**src/rtl/i2c_avalon_bridge_fifo_if.sv**
```systemverilog
// Avalon-MM slave bus bundle for i2c_avalon_bridge_fifo.
//   address     - word address (3 bits)
//   write/read  - access strobes
//   writedata   - write data (32 bits)
//   readdata    - read data, combinational from address (32 bits)
//   waitrequest - always 0 from this slave
// Modports: master (bus host / testbench), slave (bridge).
interface i2c_avalon_bridge_fifo_if;
    logic [2:0]  address;
    logic        write;
    logic [31:0] writedata;
    logic        read;
    logic [31:0] readdata;
    logic        waitrequest;

    modport master (
        output address, write, writedata, read,
        input  readdata, waitrequest
    );

    modport slave (
        input  address, write, writedata, read,
        output readdata, waitrequest
    );
endinterface

```
**src/rtl/i2c_avalon_bridge_fifo.sv**
```systemverilog
// Avalon-MM slave that sequences multi-byte transactions on a byte-level i2c_master.
// TX/RX FIFOs, byte counter, sticky status flags, GPIO register and level irq.
// Ports:
//   clock, reset  - system clock, synchronous active-high reset
//   avs           - Avalon-MM slave bus (i2c_avalon_bridge_fifo_if.slave)
//   irq           - level interrupt, irq_en & done (registered)
//   gpio          - GPIO output register
//   m_ena/m_addr/m_rw/m_data_wr - i2c_master command outputs
//   m_busy/m_data_rd/m_ack_error - i2c_master status inputs
// Optional build macro: I2C_TIMEOUT_EN adds a watchdog of TIMEOUT_CYCLES cycles.
module i2c_avalon_bridge_fifo #(
    parameter int unsigned TX_DEPTH       = 16,
    parameter int unsigned RX_DEPTH       = 16,
    parameter int unsigned GPIO_W         = 3,
    parameter int unsigned TIMEOUT_CYCLES = 100000
) (
    input  logic                      clock,
    input  logic                      reset,
    i2c_avalon_bridge_fifo_if.slave   avs,
    output logic                      irq,
    output logic [GPIO_W-1:0]         gpio,
    output logic                      m_ena,
    output logic [6:0]                m_addr,
    output logic                      m_rw,
    output logic [7:0]                m_data_wr,
    input  logic                      m_busy,
    input  logic [7:0]                m_data_rd,
    input  logic                      m_ack_error
);

    localparam int unsigned TxAw = $clog2(TX_DEPTH);
    localparam int unsigned RxAw = $clog2(RX_DEPTH);
    localparam int unsigned TxCw = TxAw + 1;
    localparam int unsigned RxCw = RxAw + 1;

    typedef enum logic [1:0] {StIdle, StLoad, StActive, StFinish} state_e;

    state_e state_q, state_d;

    // Bus decode
    logic wr_ctrl, wr_data, wr_stat, wr_gpio, rd_data, start_req;
    logic [7:0] new_len;
    logic new_rw;

    assign wr_ctrl   = avs.write && (avs.address == 3'd0);
    assign wr_data   = avs.write && (avs.address == 3'd1);
    assign wr_stat   = avs.write && (avs.address == 3'd2);
    assign wr_gpio   = avs.write && (avs.address == 3'd5);
    assign rd_data   = avs.read  && (avs.address == 3'd1);
    assign start_req = wr_ctrl && avs.writedata[16];
    assign new_len   = avs.writedata[15:8];
    assign new_rw    = avs.writedata[7];

    logic unused_wdata;
    assign unused_wdata = ^avs.writedata[31:20];

    assign avs.waitrequest = 1'b0;

    // Control / status registers
    logic [6:0] ctrl_addr_q;
    logic       ctrl_rw_q;
    logic [7:0] ctrl_len_q;
    logic       irq_en_q;
    logic [GPIO_W-1:0] gpio_q;
    logic ack_err_q, done_q, overflow_q, underrun_q, timeout_q, start_rej_q, irq_q;

    // Transaction registers
    logic       m_ena_q, m_ena_d;
    logic [6:0] m_addr_q, m_addr_d;
    logic       m_rw_q, m_rw_d;
    logic [7:0] m_data_wr_q, m_data_wr_d;
    logic [7:0] bytes_q, bytes_d;
    logic [7:0] xfer_len_q, xfer_len_d;
    logic       busy_q;

    logic busy_rise, busy_fall;
    assign busy_rise = m_busy & ~busy_q;
    assign busy_fall = ~m_busy & busy_q;

    // FIFO storage and state
    logic [7:0]      tx_mem [TX_DEPTH];
    logic [TxAw-1:0] tx_rd_q, tx_wr_q;
    logic [TxCw-1:0] tx_cnt_q;
    logic [7:0]      rx_mem [RX_DEPTH];
    logic [RxAw-1:0] rx_rd_q, rx_wr_q;
    logic [RxCw-1:0] rx_cnt_q;

    logic tx_full, tx_empty, rx_full, rx_empty;
    logic [7:0] tx_head, rx_head;
    assign tx_full  = (tx_cnt_q == TxCw'(TX_DEPTH));
    assign tx_empty = (tx_cnt_q == '0);
    assign rx_full  = (rx_cnt_q == RxCw'(RX_DEPTH));
    assign rx_empty = (rx_cnt_q == '0);
    assign tx_head  = tx_mem[tx_rd_q];
    assign rx_head  = rx_mem[rx_rd_q];

    logic tx_pop, rx_push;
    logic tx_flush, rx_flush;
    logic tx_push_ok, tx_pop_ok, tx_ovf, rx_push_ok, rx_pop_ok, rx_ovf;

    // Flush wins over any same-cycle push or pop.
    assign tx_flush   = wr_ctrl && avs.writedata[18];
    assign rx_flush   = wr_ctrl && avs.writedata[17];
    assign tx_push_ok = wr_data && !tx_full && !tx_flush;
    assign tx_ovf     = wr_data && tx_full && !tx_flush;
    assign tx_pop_ok  = tx_pop && !tx_empty && !tx_flush;
    assign rx_push_ok = rx_push && !rx_full && !rx_flush;
    assign rx_ovf     = rx_push && rx_full && !rx_flush;
    assign rx_pop_ok  = rd_data && !rx_empty && !rx_flush;

    logic set_done, set_underrun, set_ack, set_rej, set_timeout;

`ifdef I2C_TIMEOUT_EN
    localparam int unsigned TmoW = $clog2(TIMEOUT_CYCLES + 1);
    logic [TmoW-1:0] tmo_cnt_q;
    logic tmo_hit;
    assign tmo_hit = (state_q != StIdle) && (tmo_cnt_q == TmoW'(TIMEOUT_CYCLES - 1));

    always_ff @(posedge clock) begin
        if (reset || state_q == StIdle || busy_rise || busy_fall) begin
            tmo_cnt_q <= '0;
        end else begin
            tmo_cnt_q <= tmo_cnt_q + TmoW'(1);
        end
    end
`else
    logic unused_timeout_cfg;
    assign unused_timeout_cfg = ^TIMEOUT_CYCLES;
`endif

    // Transaction sequencer
    always_comb begin
        state_d      = state_q;
        m_ena_d      = m_ena_q;
        m_addr_d     = m_addr_q;
        m_rw_d       = m_rw_q;
        m_data_wr_d  = m_data_wr_q;
        bytes_d      = bytes_q;
        xfer_len_d   = xfer_len_q;
        tx_pop       = 1'b0;
        rx_push      = 1'b0;
        set_done     = 1'b0;
        set_underrun = 1'b0;
        set_ack      = 1'b0;
        set_timeout  = 1'b0;
        set_rej      = start_req && (state_q != StIdle);

        unique case (state_q)
            StIdle: begin
                if (start_req && new_len != 8'd0) begin
                    bytes_d    = 8'd0;
                    xfer_len_d = new_len;
                    if (!new_rw && tx_empty) begin
                        set_underrun = 1'b1;
                        set_done     = 1'b1;
                    end else begin
                        state_d = StLoad;
                    end
                end
            end
            StLoad: begin
                m_addr_d = ctrl_addr_q;
                m_rw_d   = ctrl_rw_q;
                if (!ctrl_rw_q) begin
                    tx_pop      = 1'b1;
                    m_data_wr_d = tx_head;
                end
                m_ena_d = 1'b1;
                state_d = StActive;
            end
            StActive: begin
                // The master has latched the current byte; stage the next one or stop.
                if (busy_rise) begin
                    bytes_d = bytes_q + 8'd1;
                    if (bytes_q + 8'd1 == xfer_len_q) begin
                        m_ena_d = 1'b0;
                    end else if (!m_rw_q) begin
                        if (!tx_empty) begin
                            tx_pop      = 1'b1;
                            m_data_wr_d = tx_head;
                        end else begin
                            m_ena_d      = 1'b0;
                            set_underrun = 1'b1;
                        end
                    end
                end
                if (busy_fall) begin
                    set_ack = m_ack_error;
                    if (m_rw_q) begin
                        rx_push = 1'b1;
                    end
                    if (!m_ena_q) begin
                        state_d = StFinish;
                    end
                end
            end
            StFinish: begin
                set_done = 1'b1;
                state_d  = StIdle;
            end
            default: state_d = StIdle;
        endcase

`ifdef I2C_TIMEOUT_EN
        if (tmo_hit) begin
            m_ena_d     = 1'b0;
            state_d     = StIdle;
            set_done    = 1'b1;
            set_timeout = 1'b1;
        end
`endif
    end

    always_ff @(posedge clock) begin
        if (reset) begin
            state_q     <= StIdle;
            m_ena_q     <= 1'b0;
            m_addr_q    <= '0;
            m_rw_q      <= 1'b0;
            m_data_wr_q <= '0;
            bytes_q     <= '0;
            xfer_len_q  <= '0;
            busy_q      <= 1'b0;
        end else begin
            state_q     <= state_d;
            m_ena_q     <= m_ena_d;
            m_addr_q    <= m_addr_d;
            m_rw_q      <= m_rw_d;
            m_data_wr_q <= m_data_wr_d;
            bytes_q     <= bytes_d;
            xfer_len_q  <= xfer_len_d;
            busy_q      <= m_busy;
        end
    end

    // FIFO storage has no reset; validity is tracked by the counters.
    always_ff @(posedge clock) begin
        if (tx_push_ok) begin
            tx_mem[tx_wr_q] <= avs.writedata[7:0];
        end
        if (rx_push_ok) begin
            rx_mem[rx_wr_q] <= m_data_rd;
        end
    end

    always_ff @(posedge clock) begin
        if (reset || tx_flush) begin
            tx_rd_q  <= '0;
            tx_wr_q  <= '0;
            tx_cnt_q <= '0;
        end else begin
            if (tx_push_ok) tx_wr_q <= tx_wr_q + TxAw'(1);
            if (tx_pop_ok)  tx_rd_q <= tx_rd_q + TxAw'(1);
            tx_cnt_q <= tx_cnt_q + TxCw'(tx_push_ok) - TxCw'(tx_pop_ok);
        end
    end

    always_ff @(posedge clock) begin
        if (reset || rx_flush) begin
            rx_rd_q  <= '0;
            rx_wr_q  <= '0;
            rx_cnt_q <= '0;
        end else begin
            if (rx_push_ok) rx_wr_q <= rx_wr_q + RxAw'(1);
            if (rx_pop_ok)  rx_rd_q <= rx_rd_q + RxAw'(1);
            rx_cnt_q <= rx_cnt_q + RxCw'(rx_push_ok) - RxCw'(rx_pop_ok);
        end
    end

    // Registers and sticky flags; a same-cycle set beats a write-1-to-clear.
    always_ff @(posedge clock) begin
        if (reset) begin
            ctrl_addr_q <= '0;
            ctrl_rw_q   <= 1'b0;
            ctrl_len_q  <= '0;
            irq_en_q    <= 1'b0;
            gpio_q      <= '0;
            ack_err_q   <= 1'b0;
            done_q      <= 1'b0;
            overflow_q  <= 1'b0;
            underrun_q  <= 1'b0;
            timeout_q   <= 1'b0;
            start_rej_q <= 1'b0;
            irq_q       <= 1'b0;
        end else begin
            if (wr_ctrl) begin
                ctrl_addr_q <= avs.writedata[6:0];
                ctrl_rw_q   <= avs.writedata[7];
                ctrl_len_q  <= avs.writedata[15:8];
                irq_en_q    <= avs.writedata[19];
            end
            if (wr_gpio) begin
                gpio_q <= avs.writedata[GPIO_W-1:0];
            end
            ack_err_q   <= (ack_err_q   & ~(wr_stat & avs.writedata[1]))  | set_ack;
            done_q      <= (done_q      & ~(wr_stat & avs.writedata[2]))  | set_done;
            overflow_q  <= (overflow_q  & ~(wr_stat & avs.writedata[7]))  | tx_ovf | rx_ovf;
            underrun_q  <= (underrun_q  & ~(wr_stat & avs.writedata[8]))  | set_underrun;
            timeout_q   <= (timeout_q   & ~(wr_stat & avs.writedata[9]))  | set_timeout;
            start_rej_q <= (start_rej_q & ~(wr_stat & avs.writedata[10])) | set_rej;
            irq_q       <= irq_en_q & done_q;
        end
    end

    always_comb begin
        avs.readdata = 32'hDEAD_BEEF;
        case (avs.address)
            3'd0: avs.readdata = {12'b0, irq_en_q, 3'b0, ctrl_len_q, ctrl_rw_q, ctrl_addr_q};
            3'd1: avs.readdata = {rx_empty, 23'b0, rx_head};
            3'd2: avs.readdata = {21'b0, start_rej_q, timeout_q, underrun_q, overflow_q,
                                  rx_empty, rx_full, tx_empty, tx_full, done_q, ack_err_q,
                                  state_q != StIdle};
            3'd3: avs.readdata = {16'(rx_cnt_q), 16'(tx_cnt_q)};
            3'd4: avs.readdata = {24'b0, bytes_q};
            3'd5: avs.readdata = 32'(gpio_q);
            default: avs.readdata = 32'hDEAD_BEEF;
        endcase
    end

    assign irq       = irq_q;
    assign gpio      = gpio_q;
    assign m_ena     = m_ena_q;
    assign m_addr    = m_addr_q;
    assign m_rw      = m_rw_q;
    assign m_data_wr = m_data_wr_q;

endmodule

```
**src/flat_wrapper.sv**
```systemverilog
// flat-port wrapper written by rule: the top's interface ports become plain ports
module i2c_avalon_bridge_fifo_flat 
#(
    parameter int unsigned TX_DEPTH       = 16,
    parameter int unsigned RX_DEPTH       = 16,
    parameter int unsigned GPIO_W         = 3,
    parameter int unsigned TIMEOUT_CYCLES = 100000
)
  (clock, reset, irq, gpio, m_ena, m_addr, m_rw, m_data_wr, m_busy, m_data_rd, m_ack_error, avs_address, avs_write, avs_writedata, avs_read, avs_readdata, avs_waitrequest);
  i2c_avalon_bridge_fifo_if avs_i ();
  input  logic clock;
  input  logic reset;
  output logic irq;
  output logic [GPIO_W-1:0] gpio;
  output logic m_ena;
  output logic [6:0] m_addr;
  output logic m_rw;
  output logic [7:0] m_data_wr;
  input  logic m_busy;
  input  logic [7:0] m_data_rd;
  input  logic m_ack_error;
  input wire logic [$bits(avs_i.address)-1:0] avs_address;
  input wire logic [$bits(avs_i.write)-1:0] avs_write;
  input wire logic [$bits(avs_i.writedata)-1:0] avs_writedata;
  input wire logic [$bits(avs_i.read)-1:0] avs_read;
  output wire logic [$bits(avs_i.readdata)-1:0] avs_readdata;
  output wire logic [$bits(avs_i.waitrequest)-1:0] avs_waitrequest;
  assign avs_i.address = avs_address;
  assign avs_i.write = avs_write;
  assign avs_i.writedata = avs_writedata;
  assign avs_i.read = avs_read;
  assign avs_readdata = avs_i.readdata;
  assign avs_waitrequest = avs_i.waitrequest;
  i2c_avalon_bridge_fifo #(.TX_DEPTH(TX_DEPTH), .RX_DEPTH(RX_DEPTH), .GPIO_W(GPIO_W), .TIMEOUT_CYCLES(TIMEOUT_CYCLES)) u_core (.clock(clock), .reset(reset), .avs(avs_i), .irq(irq), .gpio(gpio), .m_ena(m_ena), .m_addr(m_addr), .m_rw(m_rw), .m_data_wr(m_data_wr), .m_busy(m_busy), .m_data_rd(m_data_rd), .m_ack_error(m_ack_error));
endmodule
```
**config.mk**
```make
export PLATFORM = sky130hd
export DESIGN_NAME = i2c_avalon_bridge_fifo_flat
export DESIGN_NICKNAME = d
export VERILOG_FILES = /design/src/rtl/i2c_avalon_bridge_fifo_if.sv /design/src/rtl/i2c_avalon_bridge_fifo.sv /design/src/flat_wrapper.sv
export SDC_FILE = /design/constraint.sdc
export NUM_CORES = 1
export LEC_CHECK = 0
export CAP_MARGIN = 20
export CORE_MARGIN = 5
export CORE_UTILIZATION = 45
export CTS_BUF_LIST = sky130_fd_sc_hd__clkbuf_8
export DETAILED_ROUTE_END_ITERATION = 10
export PLACE_DENSITY_LB_ADDON = 0.1
export SLEW_MARGIN = 40
export SYNTH_ARGS = -nofsm -noshare
export SYNTH_HDL_FRONTEND = slang
export SYNTH_SLANG_ARGS = --single-unit
```
**constraint.sdc**
```tcl
create_clock -name clock -period 10.1 [get_ports clock]
set_input_delay 2.02 -clock clock [delete_from_list [all_inputs] [get_ports clock]]
set_output_delay 2.02 -clock clock [all_outputs]
set_load 0.005 [all_outputs]
```
==> summary.md, run 1 <==
| Metric | Value |
|---|---|
| Clk buf depth | `3` |
| Register-to-Register Path Depth | `14` |
| Core area | `32700 sq um` |
| Number of global-route vias before repair | `8664` |
| First-pass GRT wire length | `50500 um` |
| Max VDD drop | `0.000103 V` |
| Nets | `1200` |
| Post-CTS Resized | `0` |
| Gr ovfl total | `0` |
| CP top delay family | `buffers and inverters` |
| Placed insts | `1504` |
| Critical-path maximum fanout | `25` |
| Cells along the critical path | `clkdlybuf4s50_1, buf_4, nor2_2, a22o_1, a21oi_1, o211ai_1, clkdlybuf4s50_1` |
| Detail Route Antenna Nets | `0` |
| Placed wire-length estimate | `21600 um` |
| H-tree levels | `2` |
| Post-CTS Setup Inserts | `0` |
| CTS clk-pin slew, worst paths | `0.06 ns` |
| # IOs | `103` |
| Num CTS Buffers | `58` |
| TritonRoute pass-1 iters | `5` |
| Final WL | `32300 um` |
| Final setup TNS | `0 ns` |
| Slew margin rel. | `44.3%` |
| Synth unique cells | `60` |
| Starting DRC count in detailed routing | `462` |
| Critical path's largest stage delay | `0.57 ns` |
| Die Wd | `192 um` |
| Hold WC Path Type | `register to register` |
| DP Worst Slack | `3.76 ns` |
| Antenna violations before repair | `0` |
| Max-slew violations | `0` |
| Crit path buffers/inverters | `3` |
| Chip height | `192 um` |
| WL/cell | `20.2 um` |
| Hold Buf Count CTS | `0` |
| Status | `finished clean` |
| Hold Vio Cnt, Final | `0` |
| Crit path capture type | `output pin` |
| Synth Flop Type | `edfxtp_1` |
| Smallest setup slack after layout | `3.77 ns` |
| Hold-critical path endpoint | `u_core.irq` |
| Layout cell share with drive strength beyond 1 | `16.3%` |
| Die ar. | `37000 sq um` |
| Cell row count | `66` |
| Total power | `0.00299 W` |
| Drc violations | `0` |
| PortBufs | `86` |
| CTS tree | `yes` |
| Pleak | `5.72 nW` |
| Final Skew | `0.0191 ns` |
| Syn-to-layout area delta | `15.4%` |
| Worst EP required | `8.08 ns` |
| ANT cells | `0` |
| Vias per cell | `5.32` |
| Final Cycle Share | `62.6%` |
| CTS Sinks | `353` |
| RSZ-0062 raised after global routing | `no` |
| CP startpoint kind | `input pin` |
| Async S/R FF share, synth | `0%` |
| Worst-Skew Late Latency | `0.59 ns` |
| Vias | `8522` |
| Max-cap violations | `0` |
| Ys Warns | `0` |
| FF-to-FF Start | `u_core.bytes_q[0]` |
| Slowest cell on crit path | `nor2_2` |
| Crit Reg-Reg Endpoint | `u_core.tx_cnt_q[4]` |
| Largest net degree at the start of global routing | `76` |
| PD cells | `173 nW/um^2` |
| Root Driver | `clkbuf_8` |
| Mapped Cells | `1025` |
| Most Frequent Cell on Critical Path | `clkdlybuf4s50_1` |
| Worst hold start | `u_core.irq_en_q` |
| Tot GR Track Use | `17.7%` |
| Tightest Pin Transition | `0.834 ns` |
| CP arrival | `4.31 ns` |
| Gpl congestion | `0.817` |
| Finished Layout Cells | `1603` |
| Flops & latches, synth | `353` |
| Final min period | `6.33 ns` |
| Worst hold stages | `2` |
| Fmax | `158 MHz` |
| Synth Area per Inst | `14.6 sq um` |
| R2R setup slack | `5.91 ns` |
| Critical path class | `input pin to output pin` |
| Netlist Area Pre-Place | `14900 sq um` |
| Post-synth EDFFs | `256` |
| Seq/Total Area, Yosys | `64.4%` |
| Initial core utilization | `45.7%` |
| # setup viols final | `0` |
## worst max-delay path by stage
stage | startpoint | end | cells past startpoint
6_report | avs_address[1] | avs_readdata[5] | 7
3_5_place_dp | avs_address[1] | avs_readdata[5] | 7
4_1_cts | avs_address[1] | avs_readdata[5] | 7
2_1_floorplan | avs_address[2] | avs_readdata[6] | 5
3_3_place_gp | avs_address[1] | avs_readdata[5] | 7
5_1_grt | avs_address[1] | avs_readdata[5] | 7
## final cells by class
cell class / count / area [sq um]
clock inverters: 37 / 206
inverters: 29 / 109
clock buffers: 62 / 853
repair buffers: 102 / 966
flip-flops and latches: 353 / 9630
multi-input cells: 578 / 4940
well taps: 442 / 553
fillers: 2797 / 15400
## worst reg2reg max path, stage by stage, from the launching register on
cell and delay, ns:
dfxtp_1 0.56, ha_1 0.43, xnor2_1 0.09, or4_1 0.40, and4_4 0.19, nor4_4 0.39
o21ai_1 0.30, ha_1 0.38, inv_1 0.04, ha_1 0.22, fa_1 0.44, a21oi_1 0.16
nor2_1 0.06, or3_1 0.34, a21oi_1 0.14
## registers in the layout, indices dropped and copies added (netlist names), 5 cells and up, named ones only
register            cells
u_core.rx_mem         128
u_core.tx_mem         128
u_core.bytes_q          8
u_core.ctrl_len_q       8
u_core.m_data_wr        8
u_core.xfer_len_q       8
u_core.ctrl_addr_q      7
u_core.m_addr           7
u_core.rx_cnt_q         5
u_core.tx_cnt_q         5
## Yosys cell counts, types with 5 or more instances
master / instances / area [sq um]
nor2b_1: 5 / 31.3
buf_2: 8 / 40.0
xor2_1: 11 / 96.3
buf_1: 10 / 37.5
a21oi_1: 51 / 255
mux2i_1: 41 / 410
edfxtp_1: 256 / 7690
o21ai_0: 15 / 75.1
nor2_1: 82 / 308
and2_1: 5 / 31.3
nand2b_1: 29 / 181
buf_4: 14 / 105
or3_1: 10 / 62.6
mux4_2: 80 / 1800
dfxtp_1: 97 / 1940
nand3_1: 11 / 55.1
inv_1: 29 / 109
xnor2_1: 12 / 105
o211ai_1: 7 / 52.6
and3_1: 5 / 31.3
nor3_1: 14 / 70.1
nand2_1: 104 / 390
a22oi_1: 6 / 45.0
ha_1: 27 / 338
clkbuf_1: 35 / 131
nand4_1: 7 / 43.8
## placed cells by master, fill, tap and decap left out, types with 6 or more instances in the layout
cell             instances
o21ai_0                 15
mux4_2                  80
nor3_1                  13
nor2_2                   9
nand2_1                104
buf_4                   16
dfxtp_1                 95
nand2b_1                29
nor2_1                  73
a22oi_1                  6
o211ai_1                 7
xor2_1                  11
edfxtp_1               256
nand4_1                  7
clkbuf_8                62
clkdlybuf4s50_1         83
xnor2_1                 12
inv_1                   51
clkinv_1                 9
ha_1                    27
a21oi_1                 51
nand3_1                 11
mux2i_1                 41
or3_1                   10
## report_power, final
group / total (W) / internal [W] / switching (W)
clock network: 0.00115 / 0.000612 / 0.000538
registers: 0.00159 / 0.00157 / 0.0000159
logic: 0.000252 / 0.000114 / 0.000138
total: 0.00299 / 0.00230 / 0.000692
## through the flow
step | instance area [sq um] | hold slack [ns] | util, %
4_1_cts | 17300 | 0.447 | 52.8
2_1_floorplan | 15000 | 0.423 | -
5_1_grt | 17300 | 0.467 | 52.8
6_report | 17300 | 0.447 | 52.8
3_5_place_dp | 16200 | 0.439 | 49.5
3_3_place_gp | 16200 | 0.440 | 49.5
## cells by family after synthesis
kind of cell,share of synthesized area (%)
AOI/OAI and AO/OA,4.27
xor gates and xnor gates,1.35
adders and majority gates,2.53
buffers and inverters,2.90
DFF,64.4
muxes,14.9
other,0.0251
and+or+nand+nor,9.57
## routing by layer
| metal | wire length (um) | global-route usage [%] | up-vias |
|---|---|---|---|
| met5 | 0 | 0 | - |
| met4 | 758 | 5.24 | 0 |
| met3 | 1040 | 2.70 | 54 |
| met2 | 16100 | 29.2 | 157 |
| met1 | 14400 | 24.7 | 4273 |
| li1 | - | - | 4038 |
Note: power is estimated with default switching activity, not from simulation.
==> run 2: changes to the inputs <==
==> constraint.sdc (replaced) <==
create_clock -name clock -period 6.3 [get_ports clock]
set_input_delay 1.26 -clock clock [delete_from_list [all_inputs] [get_ports clock]]
set_output_delay 1.26 -clock clock [all_outputs]
set_load 0.005 [all_outputs]
==> run 2 against run 1 <==
Utilization is 0.15 points higher. Sequential power is 60% higher. Critical path depth stayed put. First-iteration DRC count is 20% higher. Non-clock buffer count is 2 higher. Clock power is 63% higher. Global-route usage hardly changed. Routed wire length is 0.77% higher. Flip-flop and latch count stayed put. Total power is 61% higher. Clock skew is 0.023 ns higher. Combinational power is 59% higher. Critical path type unchanged. Largest cell class unchanged.
==> summary.md, run 2 (same netlist as run 1, synthesis figures left out) <==
| Metric | Value |
|---|---|
| Core area | `32700 sq um (unchanged)` |
| Worst EP required | `5.04 ns (-3.04 ns)` |
| Pleak | `5.74 nW (+0.43%)` |
| # IOs | `103 (unchanged)` |
| WL/cell | `20.2 um (+0.14%)` |
| CP startpoint kind | `input pin` |
| Max-slew violations | `0 (unchanged)` |
| Gpl congestion | `0.817 (about the same)` |
| Chip height | `192 um (unchanged)` |
| Tightest Pin Transition | `0.821 ns (-0.0133 ns)` |
| Max-cap violations | `0 (unchanged)` |
| Antenna violations before repair | `0 (unchanged)` |
| Final Skew | `0.0420 ns (+0.0229 ns)` |
| CP arrival | `3.91 ns (-0.40 ns)` |
| Commonest non-fill, non-tap cell in the layout | `edfxtp_1` |
| DP Area | `16200 sq um (about the same)` |
| Number of global-route vias before repair | `8752 (+1.0%)` |
| # fillers | `2773 (-0.86%)` |
| Slew margin rel. | `45.0% (+0.80 points)` |
| Tot GR Track Use | `17.7% (-0.042 points)` |
| Detail Route Antenna Nets | `0 (unchanged)` |
| Placed wire-length estimate | `21700 um (+0.55%)` |
| DP Worst Slack | `1.15 ns (-2.60 ns)` |
| Smallest setup slack after layout | `1.13 ns (-2.65 ns)` |
| Final setup TNS | `0 ns (unchanged)` |
| Starting DRC count in detailed routing | `555 (+20%)` |
| Num CTS Buffers | `59 (+1.7%)` |
| Post-CTS Resized | `0 (unchanged)` |
| Final Cycle Share | `82.1%` |
| Hold Buf Count CTS | `0 (unchanged)` |
| Drc violations | `0 (unchanged)` |
| R2R setup slack | `2.15 ns (-3.76 ns)` |
| Final WL | `32600 um (+0.77%)` |
| Gr ovfl total | `0 (unchanged)` |
| Total power | `0.00483 W (+61%)` |
| Syn-to-layout area delta | `15.8%` |
| Max VDD drop | `0.000179 V (+73%)` |
| RSZ-0062 raised after global routing | `no` |
| PD cells | `279 nW/um^2 (+61%)` |
| Vias per cell | `5.34 (+0.51%)` |
| Fmax | `193 MHz` |
| Cell row count | `66 (unchanged)` |
| # setup viols final | `0 (unchanged)` |
| Die Wd | `192 um (unchanged)` |
| Most frequent cells in the layout | `256 x edfxtp_1, 104 x nand2_1, 95 x dfxtp_1` |
| ANT cells | `0 (unchanged)` |
| Critical path class | `input pin to output pin` |
| PortBufs | `86 (unchanged)` |
| Die ar. | `37000 sq um (unchanged)` |
| Final min period | `5.17 ns` |
| Root Driver | `clkbuf_8` |
| Post-CTS Setup Inserts | `0 (unchanged)` |
| Hold WS | `0.449 ns (+0.00188 ns)` |
| Nets | `1203 (+0.25%)` |
| CTS tree | `yes` |
| Critical-path maximum fanout | `13 (-48%)` |
| TritonRoute pass-1 iters | `5 (unchanged)` |
| CTS Sinks | `353 (unchanged)` |
| Largest regs | `u_core.rx_mem x128, u_core.tx_mem x128` |
| CTS clk-pin slew, worst paths | `0.06 ns (about the same)` |
| Layout cell share with drive strength beyond 1 | `16.7% (+0.37 points)` |
| Final instance area | `17300 sq um (+0.29%)` |
| Clk buf depth | `3 (unchanged)` |
| Crit path capture type | `output pin` |
| Hold Vio Cnt, Final | `0 (unchanged)` |
| Initial core utilization | `45.7% (unchanged)` |
| H-tree levels | `2 (unchanged)` |
| Worst-Skew Late Latency | `0.62 ns (+0.03 ns)` |
| Status | `finished clean` |
| Hold WC Path Type | `register to register` |
| Vias | `8619 (+1.1%)` |
| Largest net degree at the start of global routing | `76 (unchanged)` |
| First-pass GRT wire length | `50400 um (-0.19%)` |
run 2: cell type report:
class / count / area (sq um) / area share [%]
Timing Repair Buffer: 104 / 981 / 5.67
Clock buffer: 60 / 826 / 4.77
Multi-Input combinational cell: 578 / 4940 / 28.5
Tap cell: 442 / 553 / 3.20
Inverter: 29 / 109 / 0.629
Sequential cell: 353 / 9630 / 55.7
Clock inverter: 47 / 267 / 1.54
run 2: power breakdown:
part | leakage [nW] | internal [W] | switching [W]
combinational | 2.02 | 0.000183 | 0.000217
sequential | 3.09 | 0.00252 | 0.0000294
clock | 0.637 | 0.000972 | 0.000903
total | 5.74 | 0.00368 | 0.00115
run 2: final timing paths:
| check | cells after the start | from | endpoint |
|---|---|---|---|
| min | 2 | u_core.irq_en_q | u_core.irq |
| max | 7 | avs_address[1] | avs_readdata[5] |
| max reg2reg | 14 | u_core.bytes_q[0] | u_core.tx_cnt_q[4] |
| min reg2reg | 2 | u_core.irq_en_q | u_core.irq |
run 2: critical path, stage by stage:
cell             delay, ns
clkdlybuf4s50_1       0.70
nor2_1                0.63
buf_4                 0.28
a22o_1                0.17
a21oi_1               0.05
o211ai_1              0.26
clkdlybuf4s50_1       0.56
run 2: metal layers:
metal	share of wire [%]	GRT usage, %
met1	45	24.4
met5	0	0
met3	3.8	2.95
met4	2.1	5.13
met2	49	29.2
run 2: through the flow:
stage	utilization, %	cells
after floorplan	-	1028
after global placement	49.5	1506
after detailed placement	49.5	1506
after CTS	52.9	1613
after global routing	52.9	1613
final	52.9	1613
